File: src/rtl/dist_pkg.sv
// Shared constants, FSM state encoding and 7-segment codes for the
// distance measurement / display path.
package dist_pkg;

  localparam int DIST_BIN_W = 17;
  localparam int DIST_MAX   = 99999;
  localparam int BCD_DIGITS = 5;

  typedef enum logic [1:0] {
    IDLE  = 2'd0,
    SHIFT = 2'd1,
    LOAD  = 2'd2
  } state_t;

  // Segment order {g,f,e,d,c,b,a}, active high; shared with the scan driver.
  localparam logic [6:0] SEG_BLANK = 7'b000_0000;

  function automatic logic [6:0] seg7_encode(input logic [3:0] dig);
    logic [6:0] seg;
    case (dig)
      4'd0:    seg = 7'b011_1111;
      4'd1:    seg = 7'b000_0110;
      4'd2:    seg = 7'b101_1011;
      4'd3:    seg = 7'b100_1111;
      4'd4:    seg = 7'b110_0110;
      4'd5:    seg = 7'b110_1101;
      4'd6:    seg = 7'b111_1101;
      4'd7:    seg = 7'b000_0111;
      4'd8:    seg = 7'b111_1111;
      4'd9:    seg = 7'b110_1111;
      default: seg = SEG_BLANK;
    endcase
    return seg;
  endfunction

endpackage

File: src/rtl/dist_bin2bcd_if.sv
// Request/result bundle between the distance arithmetic (master) and the
// binary-to-BCD converter (slave).
import dist_pkg::*;

interface dist_bin2bcd_if;
  logic                  Start;
  logic [DIST_BIN_W-1:0] Bin;
  logic                  Busy;
  logic                  Done;
  logic                  Over;
  logic [3:0]            Hundred;
  logic [3:0]            Ten;
  logic [3:0]            One;
  logic [3:0]            D_Ten;
  logic [3:0]            D_Hundred;

  modport master (
    output Start, Bin,
    input  Busy, Done, Over, Hundred, Ten, One, D_Ten, D_Hundred
  );

  modport slave (
    input  Start, Bin,
    output Busy, Done, Over, Hundred, Ten, One, D_Ten, D_Hundred
  );
endinterface

File: src/rtl/bcd_add3.sv
// One BCD digit correction step of the shift-and-add-3 algorithm.
module bcd_add3 (
  input  logic [3:0] dig_i,
  output logic [3:0] dig_o
);

  // A digit of 5 or more would overflow past 9 after the next doubling.
  always_comb begin
    if (dig_i >= 4'd5) begin
      dig_o = dig_i + 4'd3;
    end else begin
      dig_o = dig_i;
    end
  end

endmodule

File: src/rtl/dist_bin2bcd.sv
// Sequential binary-to-BCD converter for the echo distance; digits only
// change when a conversion completes so the display never sees partials.
module dist_bin2bcd
  import dist_pkg::*;
#(
  parameter int BIN_W   = DIST_BIN_W,
  parameter int MAX_VAL = DIST_MAX,
  parameter int N_DIG   = BCD_DIGITS
) (
  input  logic          CLK,
  input  logic          RSTn,
  dist_bin2bcd_if.slave bus
);

  localparam int ACC_W = 4 * N_DIG;
  localparam int CNT_W = $clog2(BIN_W + 1);
  localparam logic [CNT_W-1:0] LAST_ITER = CNT_W'(BIN_W - 1);
  localparam logic [BIN_W-1:0] MAX_BIN   = BIN_W'(MAX_VAL);

  state_t             state_q;
  logic [CNT_W-1:0]   cnt_q;
  logic [ACC_W-1:0]   acc_q;
  logic [BIN_W-1:0]   opr_q;
  logic               over_pend_q;
  logic [ACC_W-1:0]   dig_q;
  logic               over_q;
  logic               busy_q;
  logic               done_q;

  logic [ACC_W-1:0]   acc_adj_s;
  logic [ACC_W-1:0]   acc_d;
  logic [BIN_W-1:0]   opr_d;
  logic               bin_over_s;
  logic [BIN_W-1:0]   bin_clamp_s;

  for (genvar gi = 0; gi < N_DIG; gi++) begin : g_add3
    bcd_add3 u_add3 (
      .dig_i (acc_q[4*gi +: 4]),
      .dig_o (acc_adj_s[4*gi +: 4])
    );
  end

  // Clamp the operand at acceptance and form the next shifted pair.
  always_comb begin
    bin_over_s     = (bus.Bin > MAX_BIN);
    bin_clamp_s    = bin_over_s ? MAX_BIN : bus.Bin;
    {acc_d, opr_d} = {acc_adj_s[ACC_W-2:0], opr_q, 1'b0};
  end

  // Conversion FSM with registered handshake and digit outputs.
  always_ff @(posedge CLK or negedge RSTn) begin
    if (!RSTn) begin
      state_q     <= IDLE;
      cnt_q       <= '0;
      acc_q       <= '0;
      opr_q       <= '0;
      over_pend_q <= 1'b0;
      dig_q       <= '0;
      over_q      <= 1'b0;
      busy_q      <= 1'b0;
      done_q      <= 1'b0;
    end else begin
      case (state_q)
        IDLE: begin
          done_q <= 1'b0;
          if (bus.Start) begin
            opr_q       <= bin_clamp_s;
            over_pend_q <= bin_over_s;
            acc_q       <= '0;
            cnt_q       <= '0;
            busy_q      <= 1'b1;
            state_q     <= SHIFT;
          end else begin
            busy_q <= 1'b0;
          end
        end
        SHIFT: begin
          acc_q <= acc_d;
          opr_q <= opr_d;
          cnt_q <= cnt_q + CNT_W'(1);
          if (cnt_q == LAST_ITER) begin
            state_q <= LOAD;
          end else begin
            state_q <= SHIFT;
          end
        end
        LOAD: begin
          dig_q   <= acc_q;
          over_q  <= over_pend_q;
          done_q  <= 1'b1;
          busy_q  <= 1'b0;
          state_q <= IDLE;
        end
        default: begin
          busy_q  <= 1'b0;
          done_q  <= 1'b0;
          state_q <= IDLE;
        end
      endcase
    end
  end

  assign bus.Busy      = busy_q;
  assign bus.Done      = done_q;
  assign bus.Over      = over_q;
  assign bus.Hundred   = dig_q[19:16];
  assign bus.Ten       = dig_q[15:12];
  assign bus.One       = dig_q[11:8];
  assign bus.D_Ten     = dig_q[7:4];
  assign bus.D_Hundred = dig_q[3:0];

endmodule

File: src/flat_wrapper.sv
// flat-port wrapper written by rule: the top's interface ports become plain ports
module dist_bin2bcd_flat import dist_pkg::*;
#(
  parameter int BIN_W   = DIST_BIN_W,
  parameter int MAX_VAL = DIST_MAX,
  parameter int N_DIG   = BCD_DIGITS
)
  (CLK, RSTn, bus_Start, bus_Bin, bus_Busy, bus_Done, bus_Over, bus_Hundred, bus_Ten, bus_One, bus_D_Ten, bus_D_Hundred);
  dist_bin2bcd_if bus_i ();
  input  logic CLK;
  input  logic RSTn;
  input wire logic [$bits(bus_i.Start)-1:0] bus_Start;
  input wire logic [$bits(bus_i.Bin)-1:0] bus_Bin;
  output wire logic [$bits(bus_i.Busy)-1:0] bus_Busy;
  output wire logic [$bits(bus_i.Done)-1:0] bus_Done;
  output wire logic [$bits(bus_i.Over)-1:0] bus_Over;
  output wire logic [$bits(bus_i.Hundred)-1:0] bus_Hundred;
  output wire logic [$bits(bus_i.Ten)-1:0] bus_Ten;
  output wire logic [$bits(bus_i.One)-1:0] bus_One;
  output wire logic [$bits(bus_i.D_Ten)-1:0] bus_D_Ten;
  output wire logic [$bits(bus_i.D_Hundred)-1:0] bus_D_Hundred;
  assign bus_i.Start = bus_Start;
  assign bus_i.Bin = bus_Bin;
  assign bus_Busy = bus_i.Busy;
  assign bus_Done = bus_i.Done;
  assign bus_Over = bus_i.Over;
  assign bus_Hundred = bus_i.Hundred;
  assign bus_Ten = bus_i.Ten;
  assign bus_One = bus_i.One;
  assign bus_D_Ten = bus_i.D_Ten;
  assign bus_D_Hundred = bus_i.D_Hundred;
  dist_bin2bcd #(.BIN_W(BIN_W), .MAX_VAL(MAX_VAL), .N_DIG(N_DIG)) u_core (.CLK(CLK), .RSTn(RSTn), .bus(bus_i));
endmodule
File: config.mk
export PLATFORM = sky130hd
export DESIGN_NAME = dist_bin2bcd_flat
export DESIGN_NICKNAME = d
export VERILOG_FILES = /design/src/rtl/dist_pkg.sv /design/src/rtl/dist_bin2bcd_if.sv /design/src/rtl/bcd_add3.sv /design/src/rtl/dist_bin2bcd.sv /design/src/flat_wrapper.sv
export SDC_FILE = /design/constraint.sdc
export NUM_CORES = 1
export LEC_CHECK = 0
export CORE_ASPECT_RATIO = 1.1
export CORE_MARGIN = 2
export CORE_UTILIZATION = 40
export DETAILED_ROUTE_END_ITERATION = 6
export PLACE_DENSITY = 0.61
export SETUP_SLACK_MARGIN = 0.15
export SLEW_MARGIN = 25
export SYNTH_ARGS = -nofsm -noshare
export SYNTH_HDL_FRONTEND = slang
export SYNTH_SLANG_ARGS = --single-unit
export TNS_END_PERCENT = 100
File: constraint.sdc
create_clock -name CLK -period 1.5 [get_ports CLK]
set_clock_uncertainty 0.05 [all_clocks]
set_input_delay 0.225 -clock CLK [delete_from_list [all_inputs] [get_ports CLK]]
set_output_delay 0.225 -clock CLK [all_outputs]
set_load 0.05 [all_outputs]
After elaboration in Yosys (flattened, before gate mapping):

Cells that the tools add are included.
W data, S select, Z words.

* logic and storage cells: 47
* bits in registers: 68
* output and inout bits: 23

* multiplexer cells: 18
* $add $sub $neg: 6
* reductions and logical operators: 4
* magnitude comparators: 6
* equal/unequal tests: 4

Operators with widths (number)
* $pmux W20 S2: 1
* $mux W17: 2
* $pmux W17 S2: 1
* $ge A4 B3 Y1 const B: 5
* $mux W20: 1
* $gt A17 B17 Y1 const B: 1
* $add A4 B2 Y4 const B: 4
* $mux W4: 4
* $pmux W5 S2: 1
* $add A5 B1 Y5 const B: 1
* $eq A5 B5 Y1 const B: 1
* $mux W5: 1
* $mux W2: 2
* $pmux W1 S2: 2
* $pmux W2 S2: 1
* $reduce_and A2 Y1: 2
* $add A3 B2 Y3 const B: 1
* $mux W3: 1
* $eq A2 B1 Y1 const B: 1
* $eq A2 B2 Y1 const B: 1
* $logic_not A2 Y1: 1
* $ne A2 B2 Y1 const B: 1
* $reduce_bool A2 Y1: 1
* $mux W1: 1

Logic depth before layout (Yosys ltp):

* depth in word-level cells: 4
* depth in mapped cells: 6

By module:

From an unflattened synthesis, not the netlist that was laid out.

* cells, all modules: 312
* area, all modules: 3397.0 µm²

Modules (own cells, without submodules)
* dist_bin2bcd: cells an instance 232, area an instance 2890.3 µm², instances 1
* bcd_add3: cells an instance 16, area an instance 101.3 µm², instances 5

Worst setup path before layout:

Ideal clock, no wire load.

* path kind: flip-flop to flip-flop
* start: register u_core.state_q[1]
* end: register u_core.opr_q[1]
* setup time: 0.124 ns
* arrival: 1.267 ns
* path slack: 0.059 ns
* stages on the path, launching flop included: 5
* buffers on the path: 2
* path through: dfrtp_1 > buf_6 > or3b_1 > buf_6 > o31a_1

* word-level cells in the longest chain between the ends: 3
* elaborated cells on any way between the ends: 6
* classes of those cells: eq/ne (2); mux (1); reduce/logical (3)

Ends and longest elaborated chain
* from (decl): line dist_bin2bcd.sv:20 `state_t state_q;`
* from (signal assigned): line dist_bin2bcd.sv:53 `state_q <= IDLE;`
* from (signal assigned): line dist_bin2bcd.sv:72 `state_q <= SHIFT;`
* from (signal assigned): line dist_bin2bcd.sv:82 `state_q <= LOAD;`
* $eq A2 B1 Y1 or $logic_not A2 Y1 (tied branches): line dist_bin2bcd.sv:63 `case (state_q)`
* $reduce_bool A2 Y1 (no source line) or $ne A2 B2 Y1 (tied branches)
* $reduce_and A2 Y1 (no source line)
* to (signal assigned): line dist_bin2bcd.sv:67 `opr_q <= bin_clamp_s;`
* to (signal assigned): line dist_bin2bcd.sv:79 `opr_q <= opr_d;`
* to (decl): line dist_bin2bcd.sv:23 `logic [BIN_W-1:0] opr_q;`

Parallel ways exist; a longest one is shown, timed or not.
A chain may end at the register's enable or synchronous reset.

Worst setup path after layout:

* start: register u_core.state_q[0]
* end: register u_core.acc_q[19]

* word-level cells in the longest chain between the ends: 3
* elaborated cells on any way between the ends: 6
* classes of those cells: eq/ne (2); mux (1); reduce/logical (3)

Ends and longest elaborated chain
* $eq A2 B1 Y1 or $logic_not A2 Y1 (tied branches): line dist_bin2bcd.sv:63
* $reduce_bool A2 Y1 (no source line) or $ne A2 B2 Y1 (tied branches)
* $reduce_and A2 Y1 (no source line)
* to (signal assigned): line dist_bin2bcd.sv:55 `acc_q <= '0;`
* to (signal assigned): line dist_bin2bcd.sv:69 `acc_q <= '0;`
* to (signal assigned): line dist_bin2bcd.sv:78 `acc_q <= acc_d;`
* to (decl): line dist_bin2bcd.sv:22 `logic [ACC_W-1:0] acc_q;`

Parallel ways exist; a longest one is shown, timed or not.

==> impl_metrics.ini <==
[worst_setup_path]
path_class = reg2reg
path_cells = buf_6 > o21ba_4 > buf_12 > buf_16 > o31ai_2 > a32o_1
start_kind = register
slowest_stage = dfrtp_2
arrival_ns = 1.65
cp-end-kind = register
required_ns = 1.68
slowest_delay_ns = 0.45
cp_max_fo = 7
rr_worst_depth = 6

[min_path]
hold_path.class = in2async

[logic_synthesis]
syn_nets = 361
synthCells = 329
synth_warnings = 0
synth_edf_count = 0
synth_area_leaders = dfrtp_1 (51%), nand2_1 (4.9%), o21ai_0 (4.8%)
yosysTopAreaCell = dfrtp_1
netlist_area_mm2 = 0.00336
synth_top_cell_area_share_pct = 50.6
yosys.cell_types.count = 48
synthArstFlopShare_pct = 100
avgSynthCellArea_um2 = 10.2
synth_flop_cell = dfrtp_1
yosysSeqAreaShare_pct = 50.6
ys_seq_elements = 68

[timing]
maxSlewViolCount = 0
setup_tns_ns = 0
period_needed_ns = 1.46
hold_viol = 0
tightest_slew_ns = 0.362
grt_setup_unrepaired = yes
slew_headroom_pct = 75.9
fin_worst_hold_slack_ns = 0.380
setup_viol = 0
fin_crit_sh_pct = 97.6
max_freq_ghz = 0.683

[cts]
clk_pin_slew_ns = 0.07
root_buffer = clkbuf_8
cts_buffers = 9
clock_latency_ns = 0.35
cts_htree_levels = 3
cts_sinks = 68
cts_tree = built
cts_buffer_depth = 2

[finish]
syn_to_final_growth_pct = 57.6
antenna_cells = 0
drive_gt1_share_pct = 40.0
fin_util_pct = 64.0
final_cells = 544
final_common_cell = dfrtp_1
final_cell_area_mm2 = 0.00530
num-nets-final = 461
layout_common_cells = dfrtp_1 (66), buf_4 (49), nand2_1 (42)

[die]
die_y_um = 100
ios = 43
start_util_pct = 40.6
die_x_um = 91.4
fp-row-count = 35
core_area_mm2 = 0.00828
die_area_mm2 = 0.00915

[placed_design]
port_buffers = 42
dpl.hpwl_mm = 5.02
place.gp.congestion = 0.814
placed_cell_area_mm2 = 0.00434
placed_cells = 497

[detailed_routing]
drt.antenna.violating_nets = 0
first_iter_violations = 199
wire_per_inst_um = 17.1
drc = 0
dr_total_vias = 3009
vias_per_cell = 5.53
first_pass_iters = 5
drt_wl_total_mm = 9.29

[global_route]
grt_pass1_wl_mm = 14.0
antenna_found_initial = 0
grt_max_degree = 69
grt.overflow.total = 0
grtUsageTotal_pct = 19.2
grt_pass1_vias = 2953

[job]
drv_cap = 0

[run_status]
status = completed

[pwr]
leakage_uw = 0.00233
ir_drop_mv = 0.718
p_per_area_mw_per_mm2 = 2290
## worst max-delay path, delay by kind of cell (launching register included)
family / cells / cell delay (ns)
compound gates: 3 / 0.48
flops: 1 / 0.45
buf+inv: 3 / 0.38
## power by group
part / internal [uW] / switching (uW) / leakage, uW / total (uW)
combinational: 3610 / 3560 / 0.00137 / 7160
sequential: 2660 / 738 / 0.000855 / 3400
clock: 898 / 671 / 0.000103 / 1570
total: 7170 / 4970 / 0.00233 / 12100
## state kept, by name, summed over array words and instances (netlist names), 2 cells and up
signal / cells
u_core.cnt_q: 5
u_core.opr_q: 17
u_core.state_q: 2
u_core.dig_q: 20
u_core.acc_q: 20
## metrics by stage
step / power [uW] / worst slack (ns)
4_1_cts: 11200 / 0.0754
6_report: 12100 / 0.0361
3_5_place_dp: 8530 / -0.290
2_1_floorplan: 6340 / 0.0823
3_3_place_gp: 8380 / -0.278
5_1_grt: 12800 / 0.00375
## area by class of cell
| class | instances | area, um2 |
|---|---|---|
| fillers | 618 | 2980 |
| multi-input cells | 210 | 1810 |
| flip-flops and latches | 68 | 1700 |
| repair buffers | 110 | 1320 |
| clock buffers | 14 | 173 |
| well taps | 111 | 139 |
| inverters | 30 | 113 |
| clock inverters | 1 | 30.0 |
## Yosys cell counts, drive strengths merged, types with 2 or more instances
cell	n
a21oi	9
a222oi	5
a22oi	3
a31oi	4
a32o	5
and3b	2
buf	15
clkbuf	6
dfrtp	68
ha	12
inv	30
mux2i	2
nand2	44
nand2b	3
nand3	10
nand4	2
nor2	5
nor2b	5
nor3b	2
o2111ai	13
o21a	7
o21ai	33
o221ai	5
o22a	2
o311ai	5
o31a	5
o31ai	5
o32ai	4
xnor2	4
## path summary, 6_finish.rpt
path	from	slack, ns	end
setup reg to reg	u_core.state_q[0]$_DFFE_PN0P_	0.04	u_core.acc_q[19]$_DFFE_PN0P_
max in group asynchronous	RSTn	0.70	u_core.state_q[1]$_DFFE_PN0P_
hold reg to reg	u_core.opr_q[15]$_DFFE_PN0P_	0.44	u_core.opr_q[15]$_DFFE_PN0P_
min in group CLK	u_core.opr_q[15]$_DFFE_PN0P_	0.44	u_core.opr_q[15]$_DFFE_PN0P_
setup / recovery	u_core.state_q[0]$_DFFE_PN0P_	0.04	u_core.acc_q[19]$_DFFE_PN0P_
hold / removal	RSTn	0.38	u_core.dig_q[16]$_DFFE_PN0P_
## timing repair
action | CTS | global route
hold endpoints to repair | 68 | 0
hold buffers | 1 | 0
setup endpoints to repair | 61 | 65
setup buffers | 26 | 1
pin swaps | 14 | 12
resized for setup | 55 | 47
gates cloned | 2 | 2
## logic make-up after synthesis
logic type,after synthesis,synth area share (%)
flip-flops,68,50.6
AND/OR/NAND/NOR,80,12.0
adder cells (fa/ha/maj),12,4.47
XOR/XNOR,4,1.04
multiplexers,3,0.931
buffers and inverters,51,7.11
AO/OA/AOI/OAI,111,23.8
## routing by layer
layer,share of wire (%),track usage [%]
met5,0,0
met4,2.5,6.41
met3,3.7,4.28
met2,53,34.1
met1,41,23.0
No activity file was read; power rests on OpenSTA's default activity.
